File: config.mk
export PLATFORM = sky130hd
export DESIGN_NAME = mc_controller
export DESIGN_NICKNAME = d
export VERILOG_FILES = /design/src/rtl/mc_pkg.sv /design/src/rtl/cond_unit.sv /design/src/rtl/mc_controller.sv
export SDC_FILE = /design/constraint.sdc
export NUM_CORES = 1
export LEC_CHECK = 0
export CAP_MARGIN = 20
export CELL_PAD_IN_SITES_DETAIL_PLACEMENT = 0
export CELL_PAD_IN_SITES_GLOBAL_PLACEMENT = 2
export CORE_MARGIN = 5
export CORE_UTILIZATION = 18
export DETAILED_ROUTE_END_ITERATION = 16
export MAX_ROUTING_LAYER = met4
export PLACE_DENSITY_LB_ADDON = 0.1
export SLEW_MARGIN = 20
export SYNTH_ARGS = -nofsm -noshare
export SYNTH_HDL_FRONTEND = slang
export SYNTH_SLANG_ARGS = --single-unit
File: constraint.sdc
create_clock -name clk -period 2.9 [get_ports clk]
set_input_delay 0.58 -clock clk [delete_from_list [all_inputs] [get_ports clk]]
set_output_delay 0.58 -clock clk [all_outputs]
set_load 0.01 [all_outputs]
File: src/rtl/mc_pkg.sv
// mc_pkg: shared definitions for the multicycle controller.
// It holds the FSM state encoding, the datapath select codes, the ALU command
// decode and the ARM condition codes.
package mc_pkg;

    typedef enum logic [3:0] {
        S_FETCH  = 4'd0,
        S_DECODE = 4'd1,
        S_MEMADR = 4'd2,
        S_MEMRD  = 4'd3,
        S_MEMWB  = 4'd4,
        S_MEMWR  = 4'd5,
        S_EXECR  = 4'd6,
        S_EXECI  = 4'd7,
        S_ALUWB  = 4'd8,
        S_BRANCH = 4'd9
    } state_t;

    // ALUControl codes
    localparam logic [1:0] ALU_ADD = 2'b00;
    localparam logic [1:0] ALU_SUB = 2'b01;
    localparam logic [1:0] ALU_AND = 2'b10;
    localparam logic [1:0] ALU_ORR = 2'b11;

    // ResultSrc codes
    localparam logic [1:0] RES_ALUOUT = 2'b00;
    localparam logic [1:0] RES_DATA   = 2'b01;
    localparam logic [1:0] RES_ALURES = 2'b10;

    // ALUSrcB codes
    localparam logic [1:0] SRCB_REG  = 2'b00;
    localparam logic [1:0] SRCB_IMM  = 2'b01;
    localparam logic [1:0] SRCB_FOUR = 2'b10;

    // ImmSrc codes
    localparam logic [1:0] IMM_DP  = 2'b00;
    localparam logic [1:0] IMM_MEM = 2'b01;
    localparam logic [1:0] IMM_BR  = 2'b10;

    // Instr[27:26] opcode classes
    localparam logic [1:0] OP_DP  = 2'b00;
    localparam logic [1:0] OP_MEM = 2'b01;
    localparam logic [1:0] OP_BR  = 2'b10;

    // Data-processing commands, Instr[24:21]
    localparam logic [3:0] CMD_AND = 4'b0000;
    localparam logic [3:0] CMD_SUB = 4'b0010;
    localparam logic [3:0] CMD_ADD = 4'b0100;
    localparam logic [3:0] CMD_CMP = 4'b1010;
    localparam logic [3:0] CMD_ORR = 4'b1100;

    // Condition field, Instr[31:28]
    localparam logic [3:0] COND_EQ = 4'b0000;
    localparam logic [3:0] COND_NE = 4'b0001;
    localparam logic [3:0] COND_CS = 4'b0010;
    localparam logic [3:0] COND_CC = 4'b0011;
    localparam logic [3:0] COND_MI = 4'b0100;
    localparam logic [3:0] COND_PL = 4'b0101;
    localparam logic [3:0] COND_VS = 4'b0110;
    localparam logic [3:0] COND_VC = 4'b0111;
    localparam logic [3:0] COND_HI = 4'b1000;
    localparam logic [3:0] COND_LS = 4'b1001;
    localparam logic [3:0] COND_GE = 4'b1010;
    localparam logic [3:0] COND_LT = 4'b1011;
    localparam logic [3:0] COND_GT = 4'b1100;
    localparam logic [3:0] COND_LE = 4'b1101;
    localparam logic [3:0] COND_AL = 4'b1110;
    localparam logic [3:0] COND_NV = 4'b1111;

    // Unknown commands fall back to ADD so the ALU still does something benign.
    function automatic logic [1:0] alu_ctrl_of(input logic [3:0] cmd);
        logic [1:0] ctrl;
        case (cmd)
            CMD_ADD:          ctrl = ALU_ADD;
            CMD_SUB, CMD_CMP: ctrl = ALU_SUB;
            CMD_AND:          ctrl = ALU_AND;
            CMD_ORR:          ctrl = ALU_ORR;
            default:          ctrl = ALU_ADD;
        endcase
        return ctrl;
    endfunction

endpackage

File: src/rtl/cond_unit.sv
// cond_unit: NZCV flags register plus the ARM condition-code evaluation.
// Flags are {N,Z,C,V} in bits [3:0]. Logical ops update only N and Z.
module cond_unit
    import mc_pkg::*;
(
    input  logic       clk,
    input  logic       rst,
    input  logic [3:0] i_cond,
    input  logic [3:0] i_alu_flags,
    input  logic       i_flag_we,
    input  logic       i_nz_only,
    output logic       o_cond_ex
);

    logic [3:0] r_flags;
    logic       w_n;
    logic       w_z;
    logic       w_c;
    logic       w_v;

    assign {w_n, w_z, w_c, w_v} = r_flags;

    // Flags register: cleared by reset, C/V kept on logical-op updates
    always_ff @(posedge clk or negedge rst) begin
        if (!rst) begin
            r_flags <= 4'b0000;
        end else if (i_flag_we) begin
            if (i_nz_only) begin
                r_flags[3:2] <= i_alu_flags[3:2];
            end else begin
                r_flags <= i_alu_flags;
            end
        end
    end

    // Condition decode against the current flags; NV never executes
    always_comb begin
        o_cond_ex = 1'b0;
        case (i_cond)
            COND_EQ: o_cond_ex = w_z;
            COND_NE: o_cond_ex = ~w_z;
            COND_CS: o_cond_ex = w_c;
            COND_CC: o_cond_ex = ~w_c;
            COND_MI: o_cond_ex = w_n;
            COND_PL: o_cond_ex = ~w_n;
            COND_VS: o_cond_ex = w_v;
            COND_VC: o_cond_ex = ~w_v;
            COND_HI: o_cond_ex = w_c & ~w_z;
            COND_LS: o_cond_ex = ~w_c | w_z;
            COND_GE: o_cond_ex = (w_n == w_v);
            COND_LT: o_cond_ex = (w_n != w_v);
            COND_GT: o_cond_ex = ~w_z & (w_n == w_v);
            COND_LE: o_cond_ex = w_z | (w_n != w_v);
            COND_AL: o_cond_ex = 1'b1;
            default: o_cond_ex = 1'b0;
        endcase
    end

endmodule

File: src/rtl/mc_controller.sv
// mc_controller: Moore FSM for a multicycle ARM-subset datapath.
// Optional macro MC_CTRL_STALL_EN adds input mem_ready. FETCH, MEMRD and MEMWR
// then wait for memory, and their write strobes fire only in the ready cycle.
// Handshake: mem_ready is sampled in FETCH/MEMRD/MEMWR. A cycle with
// mem_ready=1 completes the access and advances. A cycle with mem_ready=0 holds
// the state and suppresses IRWrite/PCWrite/MemWrite.
// The write enables are gated by rst so that they drop as soon as reset asserts.
module mc_controller
    import mc_pkg::*;
(
    input  logic        clk,
    input  logic        rst,
    input  logic [31:0] Instr,
    input  logic [3:0]  ALUFlags,
`ifdef MC_CTRL_STALL_EN
    input  logic        mem_ready,
`endif
    output logic        PCWrite,
    output logic        IRWrite,
    output logic        RegWrite,
    output logic        MemWrite,
    output logic        AdrSrc,
    output logic        ALUSrcA,
    output logic [1:0]  ALUSrcB,
    output logic [1:0]  ResultSrc,
    output logic [1:0]  ImmSrc,
    output logic [1:0]  RegSrc,
    output logic [1:0]  ALUControl,
    output logic [3:0]  state
);

    state_t     r_state;
    logic       r_exec_cond;

    logic       w_ready;
    logic       w_cond_ex;
    logic [1:0] w_op;
    logic       w_imm;
    logic [3:0] w_cmd;
    logic       w_l_s;
    logic       w_is_cmp;
    logic       w_set_flags;
    logic       w_logical;
    logic       w_rd_pc;
    logic       w_in_exec;
    logic       w_flag_we;
    logic       w_unused_instr;

    logic       w_pc_write;
    logic       w_ir_write;
    logic       w_reg_write;
    logic       w_mem_write;

`ifdef MC_CTRL_STALL_EN
    assign w_ready = mem_ready;
`else
    assign w_ready = 1'b1;
`endif

    // Rn and the immediate/register operand bits belong to the datapath only
    assign w_unused_instr = ^{Instr[19:16], Instr[11:0]};

    assign w_op        = Instr[27:26];
    assign w_imm       = Instr[25];
    assign w_cmd       = Instr[24:21];
    assign w_l_s       = Instr[20];
    assign w_is_cmp    = (w_cmd == CMD_CMP);
    assign w_set_flags = w_l_s | w_is_cmp;
    assign w_logical   = (w_cmd == CMD_AND) | (w_cmd == CMD_ORR);
    assign w_rd_pc     = (Instr[15:12] == 4'hF);
    assign w_in_exec   = (r_state == S_EXECR) | (r_state == S_EXECI);
    assign w_flag_we   = w_in_exec & w_set_flags & w_cond_ex;

    cond_unit u_cond (
        .clk         (clk),
        .rst         (rst),
        .i_cond      (Instr[31:28]),
        .i_alu_flags (ALUFlags),
        .i_flag_we   (w_flag_we),
        .i_nz_only   (w_logical),
        .o_cond_ex   (w_cond_ex)
    );

    // State sequencing; also keeps the EXEC-cycle condition so ALUWB is not
    // affected by the flags this same instruction just wrote
    always_ff @(posedge clk or negedge rst) begin
        if (!rst) begin
            r_state     <= S_FETCH;
            r_exec_cond <= 1'b0;
        end else begin
            if (w_in_exec) begin
                r_exec_cond <= w_cond_ex;
            end
            case (r_state)
                S_FETCH: begin
                    if (w_ready) r_state <= S_DECODE;
                end
                S_DECODE: begin
                    case (w_op)
                        OP_MEM:  r_state <= S_MEMADR;
                        OP_BR:   r_state <= S_BRANCH;
                        OP_DP:   r_state <= w_imm ? S_EXECI : S_EXECR;
                        default: r_state <= S_FETCH;
                    endcase
                end
                S_MEMADR: r_state <= w_l_s ? S_MEMRD : S_MEMWR;
                S_MEMRD: begin
                    if (w_ready) r_state <= S_MEMWB;
                end
                S_MEMWB: r_state <= S_FETCH;
                S_MEMWR: begin
                    if (w_ready) r_state <= S_FETCH;
                end
                S_EXECR, S_EXECI: r_state <= S_ALUWB;
                S_ALUWB, S_BRANCH: r_state <= S_FETCH;
                default: r_state <= S_FETCH;
            endcase
        end
    end

    // Moore output decode from state and Instr; anything not named stays 0
    always_comb begin
        w_pc_write  = 1'b0;
        w_ir_write  = 1'b0;
        w_reg_write = 1'b0;
        w_mem_write = 1'b0;
        AdrSrc      = 1'b0;
        ALUSrcA     = 1'b0;
        ALUSrcB     = SRCB_REG;
        ResultSrc   = RES_ALUOUT;
        ImmSrc      = IMM_DP;
        RegSrc      = 2'b00;
        ALUControl  = ALU_ADD;
        case (r_state)
            S_FETCH: begin
                w_ir_write = w_ready;
                w_pc_write = w_ready;
                ALUSrcA    = 1'b1;
                ALUSrcB    = SRCB_FOUR;
                ResultSrc  = RES_ALURES;
            end
            S_DECODE: begin
                ALUSrcA   = 1'b1;
                ALUSrcB   = SRCB_FOUR;
                ResultSrc = RES_ALURES;
            end
            S_MEMADR: begin
                ALUSrcB = SRCB_IMM;
                ImmSrc  = IMM_MEM;
            end
            S_MEMRD: begin
                AdrSrc = 1'b1;
            end
            S_MEMWB: begin
                ResultSrc   = RES_DATA;
                w_reg_write = w_cond_ex;
                w_pc_write  = w_cond_ex & w_rd_pc;
            end
            S_MEMWR: begin
                AdrSrc      = 1'b1;
                w_mem_write = w_cond_ex & w_ready;
            end
            S_EXECR: begin
                ALUSrcB    = SRCB_REG;
                ALUControl = alu_ctrl_of(w_cmd);
            end
            S_EXECI: begin
                ALUSrcB    = SRCB_IMM;
                ImmSrc     = IMM_DP;
                ALUControl = alu_ctrl_of(w_cmd);
            end
            S_ALUWB: begin
                ResultSrc   = RES_ALUOUT;
                w_reg_write = r_exec_cond & ~w_is_cmp;
                w_pc_write  = r_exec_cond & ~w_is_cmp & w_rd_pc;
            end
            S_BRANCH: begin
                ALUSrcB    = SRCB_IMM;
                ImmSrc     = IMM_BR;
                RegSrc     = 2'b01;
                ResultSrc  = RES_ALURES;
                w_pc_write = w_cond_ex;
            end
            default: begin
            end
        endcase
    end

    assign PCWrite  = rst & w_pc_write;
    assign IRWrite  = rst & w_ir_write;
    assign RegWrite = rst & w_reg_write;
    assign MemWrite = rst & w_mem_write;
    assign state    = r_state;

endmodule
* Word level (Yosys, flattened, before mapping)
Index checks and enable logic that the tools add are counted.
** Storage, ports and cells
- Logic and storage cells :: 85
- Flip-flop bits (word level) :: 9
** Cells by class
- Reduce and logical (&&, ||, !) cells :: 11
- Equality and inequality tests :: 31
- Mux-type cells :: 17
- Bitwise logic cells :: 22
** Operator list (count)
- 4-bit equality test (second input constant) :: 12
- 4-bit by 3-bit equality test with 1-bit output (second input constant) :: 8
- 4-bit by 2-bit equality test with 1-bit output (second input constant) :: 5
- 4-bit one-hot mux with 5 select lines :: 1
- 1-bit one-hot mux with 15 select lines :: 1
- 4-bit logical NOT :: 3
- 2-bit one-hot mux with 2 select lines :: 3
- 4-bit one-hot mux with 3 select lines :: 1
- 1-bit AND :: 11
- 4-bit by 1-bit equality test with 1-bit output (second input constant) :: 2
- 2-bit OR reduction :: 4
- 1-bit 2-to-1 mux :: 6
- 1-bit inverter :: 6
- 2-bit one-hot mux with 3 select lines :: 1
- 3-bit OR reduction :: 2
- 1-bit OR :: 5
- 1-bit one-hot mux with 4 select lines :: 1
- 3-bit 2-to-1 mux :: 1
- 2-bit by 1-bit equality test with 1-bit output (second input constant) :: 1
- 2-bit equality test (second input constant) :: 1
- 2-bit logical NOT :: 1
- 2-bit 2-to-1 mux :: 1
- 1-bit one-hot mux with 2 select lines :: 1
- 2-bit AND reduction :: 1
- other kinds (2) :: 2

* Logic depth before layout (Yosys ltp)
Gate-level depths: netlist of the first run.
- Word-level depth :: 6
- Mapped depth :: 7

* By module
Synthesis of the first run repeated with hierarchy kept, for this count alone.
** Unflattened totals
- Cells, all modules :: 109
- Area total of the unflattened synthesis :: 895.9 µm²
** Modules (own cells, without submodules)
- mc_controller :: cells each 72, instances 1, sequential area each 125.1 µm², area an instance 548.0 µm²
- cond_unit :: cells each 37, instances 1, sequential area each 100.1 µm², area an instance 347.8 µm²

* Worst setup path before layout of the first run
Ideal clock, no wire load.
- Kind :: input -> output
- From :: input port Instr[30]
- To :: output port RegWrite
- Slack :: 207 ps
- Path buffers :: 1
- Arrival :: 2113 ps
- Stages on the path :: 7
- Cell sequence :: clkbuf_1 -> mux2i_1 -> nor3_1 -> or4_4 -> a221oi_4 -> a2bb2oi_1 -> nor2_1
** Between the ends
- Word-level cells in the longest chain between the ends :: 4
- Elaborated cells on any way between the ends :: 18
- Classes of those cells :: eq/ne: 14; mux: 2; bitwise: 1; reduce/logical: 1
** RTL lines
- start: declaration :: line mc_controller.sv:13 : input logic [31:0] Instr,
- 4-bit equality test (tied with other cells) :: line cond_unit.sv:39 : case (i_cond)
- 1-bit one-hot mux with 15 select lines * :: line cond_unit.sv:39
- 1-bit one-hot mux with 2 select lines * :: line mc_controller.sv:134 : case (r_state)
- 1-bit AND * :: line mc_controller.sv:191 : assign RegWrite = rst & w_reg_write;
- end: declaration :: line mc_controller.sv:20 : output logic RegWrite,
Mark *: on every way between the ends. The rest lies on a longest branch, timed or not.

* Worst setup path in the final report of the first run
- From :: input port Instr[24]
- To :: output port PCWrite
** Between the ends
- Word-level cells in the longest chain between the ends :: 6
** RTL lines
- 4-bit equality test :: line mc_controller.sv:67 : assign w_is_cmp = (w_cmd == CMD_CMP);
- 1-bit inverter :: line mc_controller.sv:175 : w_pc_write = r_exec_cond & ~w_is_cmp & w_rd_pc;
- 1-bit AND (2 in series) :: line mc_controller.sv:175
- 1-bit one-hot mux with 4 select lines :: line mc_controller.sv:134
- 1-bit AND :: line mc_controller.sv:189 : assign PCWrite = rst & w_pc_write;
- end: declaration :: line mc_controller.sv:18 : output logic PCWrite,
No other way between the ends.

==> impl_results.md, run 1 <==
- Sequential area share after synthesis: 25.39%
- Synth warnings: 0
- Clock period minus worst slack: about 2900 ps
- Number of global-route vias before repair: 1039
- Initial antenna violation count: 0
- Crit path max fanout: 2
- Via/cell ratio: 4.240
- Largest net degree at the start of global routing: 18
- Multi-input gate area: between 600 and 700 um^2
- Tightest Hold Check Type: register to register
- FFs w/ async S/R, synth: 100.0%
- Endpoints failing setup: 0
- DR vias: 988
- CTS HTree Levels: 1
- Area growth syn-to-layout: 73.34%
- Tcrit/Tclk final: 98.82%
- Fmax: 0.3489 GHz
- Global-route wire length before repair: 4767 um
- Run status: completed
- Storage element area: 226.5 um^2
- PortBufs: 40
- Critical path, cell by cell: clkdlybuf4s50_1 > nor3b_1 > and2_1 > nand3b_1 > buf_4 > a311oi_1 > a21oi_1 > a211oi_2 > buf_2
- Pre-CTS WS: -700.0 ps
- DRT Pass-1 Iters: 4
- DR iter-0 viols: 26
- # IOs: between 50 and 60
- Post-Syn Instances: 110
- CP arrival: 2290 ps
- Gr usage total: 9.634%
- CTS Buffer Depth: 2
- Placed Instance Area: approximately 1500 um^2
- CP endpoint kind: primary output
- WP data required: ~2300 ps
- CP max stage delay: around 420 ps
- Layout cell share with drive strength beyond 1: between 20% and 30%
- GPL Wtd Cong: 0.7548
- Routed len/inst: approximately 13 um
- Reg clk slew, reported paths: approximately 40 ps
- Total congestion overflow: 0
- Ys flop type: dfrtp_1
- CTS buffer count: 3
- Critical path's slowest cell: clkdlybuf4s50_1
- Syn Area/Cell: 8.065 um^2
- VDD IR max: 0.5194 mV
- DP Wirelength: 2348 um
- Final nets: 205
- Clock sink total: 9
- CTS root buffer: clkbuf_8
- Min Hold Slack: just over 500 ps
- CP top delay family: buffers and inverters
- Yosys cell types: 43
- Clock skew: 1.893 ps
- Final Hold Vio Count: 0
- Rows: 25
- Power Density: about 750 nW/um^2
- Fillers: 520
- Seq cells post-synth: 9
- Setup CP Type: input pin to primary output
- Final Power: roughly 1.2 mW
- Final wirelength: slightly below 3000 um
- Die H: between 80 and 90 um
- Worst path buffer plus inverter count: 3
- Post-synthesis instance area: ~900 um^2
- Initial Utilization: 18.66%
- Max_cap viols: 0
- Setup slack after layout: between 30 and 40 ps
- EDFF count, synth: 0
- DR DRC count: 0
- Hold-fix buffers, CTS: 0
- Die Area: 6432 um^2
- Final Max Tran Viols: 0
- Die X: roughly 80 um
- Utilization after layout: 32.34%
- Lkg Pwr: 0.6534 nW
- CTS tree: done
- Core Region: approximately 4800 um^2
- Antenna diodes: 0
- ANT nets after route: 0
- Worst-Skew Late Latency: 230 ps
- Startpoint Class: input pin
- Design area: 1538 um^2
- Mapped Nets: 148
- Setup repair after global routing missed its margin: true
[repair_timing]
item                       CTS  global route
setup buffers                1             0
resized for setup           30             6
pin swaps                    4             5
setup endpoints to repair    3             5
cloned                       0             0
[cells in the mapped netlist (2+ instances only)]
master    number  area, um^2
buf_4          2       15.01
o21ai_0        9       45.04
nor3b_1        5       37.54
mux2_1         4       45.04
inv_1          2       7.510
xnor2_1        2       17.52
nor3_1         4       20.02
clkbuf_1       7       26.28
nor4b_1        2       17.52
nand2b_1       3       18.77
dfrtp_1        9       225.2
nor2_1        13       48.80
a21oi_1        5       25.02
nand2_1        8       30.03
nand3b_1       3       22.52
xor2_1         4       35.03
nor2b_1        2       12.51
[metal layers]
layer  global-route usage (%)  share of wire [%]  up-vias
met2                    15.31                 47       29
met4                    2.703               0.91        0
met5                        -                  0        -
met3                    2.578                5.8        4
li1                         -                  -      502
met1                    12.01                 46      453
[cells by family (layout without fill, tap and decap cells)]
family,after synthesis,after routing,synth area share (%)
buffers and inverters,11,67,5.501
AO/OA/AOI/OAI,23,23,19.04
multiplexers,6,6,7.475
other,1,1,0.4227
XOR/XNOR,6,6,5.924
flip-flops,9,9,25.39
AND/OR/NAND/NOR,54,54,36.25
[flip-flops by register name (all words and copies together), names as in the netlist]
name	count
state	4
u_cond.r_flags	4
r_exec_cond	1
[power breakdown]
group	internal (mW)	switching (mW)
clock network	0.0953	0.0446
logic	0.405	0.351
registers	0.182	0.0750
total	0.683	0.471
[final timing paths]
kind | from | endpoint | slack, ps | cells past startpoint
max reg2reg | u_cond.r_flags[0] | u_cond.r_flags[3] | 580 | 7
max | Instr[24] | PCWrite | 30 | 9
max in group asynchronous | rst | state[2] | 2010 | 2
min reg2reg | r_exec_cond | r_exec_cond | 510 | 2
min in group asynchronous | rst | u_cond.r_flags[2] | 740 | 2
min | r_exec_cond | r_exec_cond | 510 | 2
[worst min-delay path, cell delays in order (launching register included)]
cell,delay [ps]
dfrtp_1,350
nand2_1,50
o21ai_0,70
[cell usage in the layout (no fill, tap or decap), types with 2 or more instances in the layout]
cell and n:
dfrtp_1 8, a21oi_1 5, inv_1 2, clkbuf_8 3, nor2_1 13, xor2_1 4, buf_2 6, clkdlybuf4s50_1 32
xnor2_1 2, nand3b_1 3, o21ai_0 8, nor3_2 2, nor2b_1 2, nand2_1 7, nand2b_1 3, a211oi_2 2
mux2_1 4, nor3b_1 5, nor3_1 3, buf_4 20
[final cells by class]
class,count,area share (%)
multi-input cells,90,41.74
flip-flops and latches,9,14.73
well taps,67,5.452
repair buffers,61,34.66
inverters,2,0.4882
clock buffers,4,2.929
[metrics by stage]
step / std cells / TNS (ps)
after CTS: 233 / 0
final: 233 / 0
after global placement: 228 / -2214
after detailed placement: 228 / -2319
after global routing: 233 / -83.67
after floorplan: 110 / 0
(Power assumes the default switching activity.)
==> run 2: changes to the inputs <==
--- a/config.mk
+++ b/config.mk
@@ -11,8 +11,10 @@
 export CORE_MARGIN = 5
 export CORE_UTILIZATION = 18
 export DETAILED_ROUTE_END_ITERATION = 16
+export GPL_TIMING_DRIVEN = 0
 export MAX_ROUTING_LAYER = met4
 export PLACE_DENSITY_LB_ADDON = 0.1
+export RECOVER_POWER = 25
 export SLEW_MARGIN = 20
 export SYNTH_ARGS = -nofsm -noshare
 export SYNTH_HDL_FRONTEND = slang
==> run 2 against run 1 <==
Against the previous run:
- sequential share of layout area is 0.75 points higher
- cell count is 4.3% lower
- routed wire length is 4.0% lower
- maximum frequency is 1.0% higher
- worst setup slack better by 29 ps
- flip-flop and latch count stayed put
- largest cell class unchanged
- first-iteration DRC count is 19% lower
- critical endpoint unchanged
- core utilization is 1.7 points lower
- design area is 5.4% lower
==> impl_results.md, run 2 (synthesized netlist as in run 1, its figures left out) <==
- Routed len/inst: 12.72 um (+0.35%)
- Slew margin rel.: 56.47%
- Worst reg2reg startpoint: u_cond.r_flags[3]
- Reg2reg path depth: 7 (unchanged)
- Hold-fix buffers, CTS: 0 (unchanged)
- Clock sink total: 9 (unchanged)
- Die X: 80.20 um (unchanged)
- GPL Wtd Cong: 0.6884 (-8.8%)
- Final Power: 1.129 mW (-2.1%)
- Layout cell share with drive strength beyond 1: 21.15% (-6.6 points)
- P_int: 654.1 uW (-4.2%)
- Endpoints failing setup: 0 (unchanged)
- Most frequent cells in the layout: clkdlybuf4s50_1, nor2_1, o21ai_0, dfrtp_1
- PortBufs: 40 (unchanged)
- VDD IR max: 0.3885 mV (-25%)
- Largest net degree at the start of global routing: 13 (-5)
- Lkg Pwr: 0.6086 nW (-6.8%)
- Final wirelength: 2837 um (-4.0%)
- Sw Pwr: 474.9 uW (+0.91%)
- Initial Utilization: 18.66% (unchanged)
- R2r setup slk: 600 ps (+20 ps)
- Die Area: 6432 um^2 (unchanged)
- Commonest non-fill, non-tap cell in the layout: clkdlybuf4s50_1
- Clock skew: 4.312 ps (+2.419 ps)
- Rows: 25 (unchanged)
- Global-route wire length before repair: 4574 um (-4.0%)
- Clock period minus worst slack: 2837 ps (-29.35 ps)
- Placed Instance Area: 1371 um^2 (-7.4%)
- Final non-filler cell total: 223 (-4.3%)
- Via/cell ratio: 4.193 (-1.1%)
- Final nets: 195 (-4.9%)
- Critical path's slowest cell: or4_4
- Final Hold Vio Count: 0 (unchanged)
- Design area: 1455 um^2 (-5.4%)
- Initial antenna violation count: 0 (unchanged)
- Worst-Skew Late Latency: 230 ps (about the same)
- Worst path most repeated cell: buf_2
- CTS Buffer Depth: 2 (unchanged)
- Sequential Power Share: 22.7% (+0.4 points)
- CTS buffer count: 3 (unchanged)
- Clock power share: 12.6% (+0.5 points)
- CP arrival: 2260 ps (-30 ps)
- CP max stage delay: 430 ps (about the same)
- Setup CP Type: input pin to primary output
- CP endpoint kind: primary output
- CTS HTree Levels: 1 (unchanged)
- Power Density: 775.8 nW/um^2 (+3.4%)
- # IOs: 58 (unchanged)
- Critical path, cell by cell: buf_2 > clkbuf_8 > mux2i_1 > nor3_1 > or4_4 > a221oi_4 > buf_4 > a211oi_2 > buf_2
- Endpoint of the worst register-to-register path: u_cond.r_flags[2]
- Fmax: 0.3525 GHz (+1.0%)
- Sw frac: 42.06% (+1.3 points)
- Tcrit/Tclk final: 97.81% (-1.0 points)
- DR iter-0 viols: 21 (-19%)
- Worst Tran Pin Value: 652.9 ps
- Gr usage total: 9.223% (-0.41 points)
- Startpoint Class: input pin
- Crit path max fanout: 7 (+5)
- WP data required: 2320 ps (about the same)
- DRT Pass-1 Iters: 4 (unchanged)
- Max_cap viols: 0 (unchanged)
- Setup repair after global routing missed its margin: true
- Core Region: 4755 um^2 (unchanged)
- Cells after DPL: 217 (-4.8%)
- DR DRC count: 0 (unchanged)
- DP Wirelength: 2247 um (-4.3%)
- Die H: 80.20 um (unchanged)
- Final Max Tran Viols: 0 (unchanged)
- Logic pwr share: 64.7% (-0.9 points)
- Number of global-route vias before repair: 958 (-7.8%)
- Run status: completed
- CTS root buffer: clkbuf_8
- Min Hold Slack: 353.4 ps (-154.3 ps)
- Reg clk slew, reported paths: 50 ps (about the same)
- ANT nets after route: 0 (unchanged)
- Area growth syn-to-layout: 64.03%
- Total congestion overflow: 0 (unchanged)
- CTS tree: done
- Antenna diodes: 0 (unchanged)
- Utilization after layout: 30.61% (-1.7 points)
- DR vias: 935 (-5.4%)
- Tightest Hold Check Type: input pin to async pin
==> run 2: cell count changes in the layout (fill, tap and decap cells not counted), sizes merged <==
cell	change
dlymetal6s2s	+3
clkbuf	+7
clkdlybuf4s50	-7
buf	-16
dlygate4sd2	+2
clkdlybuf4s15	+1
==> run 2: layout make-up <==
cell class                      count  area (um^2)
Sequential cell                     9        225.2
Clock buffer                        4        45.04
Fill cell                         539         3299
Timing Repair Buffer               43        394.1
Buffer                              8        47.55
Multi-Input combinational cell     90        651.9
Tap cell                           67        83.83
Inverter                            2        7.507
==> run 2: how the worst max path moves through the flow <==
| stage | startpoint | endpoint | slack (ps) | depth (start not counted) |
|---|---|---|---|---|
| after floorplan | Instr[30] | RegWrite | 210 | 7 |
| after global placement | Instr[30] | RegWrite | -950 | 9 |
| after detailed placement | Instr[30] | RegWrite | -960 | 9 |
| after CTS | state[1] | RegSrc[0] | 3 | 6 |
| after global routing | state[2] | ImmSrc[0] | -30 | 5 |
| final | Instr[30] | PCWrite | 60 | 9 |
==> run 2: stage by stage <==
step                      setup WS (ps)  setup TNS (ps)
after floorplan                   207.1               0
after CTS                         2.832               0
after detailed placement         -959.7           -3550
after global routing             -26.05          -44.21
after global placement           -948.1           -3476
final                             63.46               0
==> run 2: routing by layer <==
metal	global-route usage, %	routed length, um	vias to the layer above
met1	11.72	1361	426
met3	2.466	153	2
met2	14.40	1312	23
met5	-	0	-
met4	2.534	10	0
li1	-	-	484
==> run 2: worst max-delay path, delay by kind of cell <==
family	cells	cell delay [ps]
buffers and inverters	4	550
AND/OR/NAND/NOR	2	500
multiplexers	1	180
AO/OA/AOI/OAI	2	440
==> run 2: what timing repair did <==
| item | in CTS | in global routing |
|---|---|---|
| resized for setup | 39 | 9 |
| gates cloned | 0 | 0 |
| endpoints found under the setup margin | 3 | 7 |
| setup buffers | 3 | 0 |
| pin swaps | 6 | 3 |
==> run 2: power groups by stage <==
stage,Combinational (mW),Sequential [mW],Clock (mW)
after detailed placement,0.727,0.239,0
after global routing,0.808,0.268,0.157
after CTS,0.749,0.238,0.150
after global placement,0.730,0.241,0
after floorplan,0.397,0.235,0
final,0.730,0.256,0.143
==> run 3: changes to the inputs <==
--- a/config.mk
+++ b/config.mk
@@ -13,8 +13,9 @@
 export DETAILED_ROUTE_END_ITERATION = 16
 export GPL_TIMING_DRIVEN = 0
 export MAX_ROUTING_LAYER = met4
-export PLACE_DENSITY_LB_ADDON = 0.1
+export PLACE_DENSITY = 0.85
 export RECOVER_POWER = 25
+export SETUP_SLACK_MARGIN = 0.02
 export SLEW_MARGIN = 20
 export SYNTH_ARGS = -nofsm -noshare
 export SYNTH_HDL_FRONTEND = slang
==> run 3 against run 2 <==
Against the previous run:
- maximum frequency hardly changed
- flip-flop and latch count stayed put
- count of clock-buffer cells in the layout stayed put
==> impl_results.md, run 3 (synthesized netlist as in run 1, its figures left out) <==
- Design area: 1491 um^2 (+2.5%)
- Reg2reg path depth: 8 (+1)
- Via/cell ratio: 4.142 (-1.2%)
- Crit path max fanout: 7 (unchanged)
- DR vias: 932 (-0.32%)
- CP endpoint kind: primary output
- Die H: 80.20 um (unchanged)
- Critical path's slowest cell: or4_4
- Run status: completed
- DP Wirelength: 2047 um (-8.9%)
- Worst Tran Pin Value: 517.6 ps (-135.3 ps)
- Largest net degree at the start of global routing: 13 (unchanged)
- Antenna diodes: 0 (unchanged)
- Cells after DPL: 217 (unchanged)
- Commonest non-fill, non-tap cell in the layout: clkdlybuf4s50_1
- Final nets: 197 (+1.0%)
- Critical Path Start: Instr[30]
- Worst-Skew Late Latency: 220 ps (about the same)
- Final wirelength: 2556 um (-9.9%)
- PortBufs: 40 (unchanged)
- Placed Instance Area: 1371 um^2 (unchanged)
- Startpoint Class: input pin
- DRT Pass-1 Iters: 4 (unchanged)
- CTS root buffer: clkbuf_8
- Hold-fix buffers, CTS: 0 (unchanged)
- # IOs: 58 (unchanged)
- Layout cell share with drive strength beyond 1: 22.78% (+1.6 points)
- Min Hold Slack: 312.3 ps (-41.07 ps)
- VDD IR max: 0.4017 mV (+3.4%)
- Power Density: 759.7 nW/um^2 (-2.1%)
- Setup repair after global routing missed its margin: true
- Fmax: 0.3522 GHz (about the same)
- DR iter-0 viols: 31 (+48%)
- Initial antenna violation count: 0 (unchanged)
- CTS Buffer Depth: 2 (unchanged)
- CP max stage delay: 520 ps (+90 ps)
- CTS tree: done
- Final Max Tran Viols: 0 (unchanged)
- Reg clk slew, reported paths: 40 ps (about the same)
- GPL Wtd Cong: 0.7880 (+14%)
- CP arrival: 2260 ps (about the same)
- CTS buffer count: 3 (unchanged)
- Slew margin rel.: 65.44% (+9.0 points)
- Most frequent cells in the layout: clkdlybuf4s50_1, nor2_1, o21ai_0, dfrtp_1
- CTS HTree Levels: 1 (unchanged)
- Total congestion overflow: 0 (unchanged)
- Routed len/inst: 11.36 um (-11%)
- Die X: 80.20 um (unchanged)
- Final Hold Vio Count: 0 (unchanged)
- Number of global-route vias before repair: 1009 (+5.3%)
- Tcrit/Tclk final: 97.91% (about the same)
- Critical path, cell by cell: buf_6 > buf_8 > mux2i_1 > nor3_1 > or4_4 > a221oi_4 > buf_4 > a211oi_2 > buf_2
- Final non-filler cell total: 225 (+0.90%)
- ANT nets after route: 0 (unchanged)
- Die Area: 6432 um^2 (unchanged)
- Rows: 25 (unchanged)
- Fillers: 529 (-1.9%)
- Initial Utilization: 18.66% (unchanged)
- Worst reg2reg startpoint: u_cond.r_flags[3]
- Clock period minus worst slack: 2839 ps (+2.803 ps)
- Lkg Pwr: 0.6081 nW (about the same)
- Gr usage total: 8.824% (-0.40 points)
- Setup CP Type: input pin to primary output
- Endpoints failing setup: 0 (unchanged)
- Utilization after layout: 31.37% (+0.76 points)
- Clock skew: 1.275 ps (-3.037 ps)
- Area growth syn-to-layout: 68.12%
- Core Region: 4755 um^2 (unchanged)
- Clock sink total: 9 (unchanged)
- Max_cap viols: 0 (unchanged)
- DR DRC count: 0 (unchanged)
- Tightest Hold Check Type: input pin to async pin
- Global-route wire length before repair: 4498 um (-1.7%)
- WP data required: 2320 ps (about the same)
-- run 3: critical path, delay by kind of cell --
| family | cells | cell delay, ps |
|---|---|---|
| buf+inv | 4 | 490 |
| simple gates | 2 | 590 |
| compound gates | 2 | 420 |
| mux | 1 | 180 |
-- run 3: timing repair --
action,4_1_cts,5_1_grt
buffers inserted,5,1
resized for setup,39,10
pin swaps,5,6
endpoints found under the setup margin,3,10
-- run 3: metal layers --
layer / global-route usage, % / vias to the layer above / part of all wire (%)
met5: - / - / 0
met4: 3.041 / 0 / 0.47
met3: 1.570 / 2 / 4.8
met2: 14.90 / 20 / 48
met1: 10.54 / 421 / 47
li1: - / 489 / -
-- run 3: report_power, final --
group	leakage [nW]	internal, mW	switching (mW)
sequential	0.115	0.181	0.0860
combinational	0.470	0.388	0.339
clock	0.0228	0.0953	0.0435
-- run 3: per-stage QoR --
| stage | setup TNS (ps) | power (mW) | setup WS, ps |
|---|---|---|---|
| 2_1_floorplan | 0 | 0.6328 | 207.1 |
| 3_3_place_gp | -3271 | 0.9510 | -930.3 |
| 3_5_place_dp | -3215 | 0.9487 | -921.4 |
| 4_1_cts | 0 | 1.139 | 3.312 |
| 5_1_grt | -65.50 | 1.240 | -32.49 |
| 6_report | 0 | 1.133 | 60.65 |
-- run 3: path summary, 6_finish.rpt --
| kind | end | slack, ps |
|---|---|---|
| worst min register to register | r_exec_cond | 500 |
| worst min-delay path | u_cond.r_flags[3] | 310 |
| worst max register to register | u_cond.r_flags[3] | 530 |
| min in group clk | r_exec_cond | 500 |
| worst max-delay path | PCWrite | 60 |
| max in group asynchronous | r_exec_cond | 2240 |
-- run 3: area by class of cell --
type                       count  area, um^2  area share [%]
timing repair buffer          46       425.4           28.52
buffer                         7       45.04           3.020
tap                           67       83.83           5.621
sequential                     9       225.2           15.10
multi-input combinational     90       659.4           44.21
clock buffer                   4       45.04           3.020
inverter                       2       7.507          0.5034
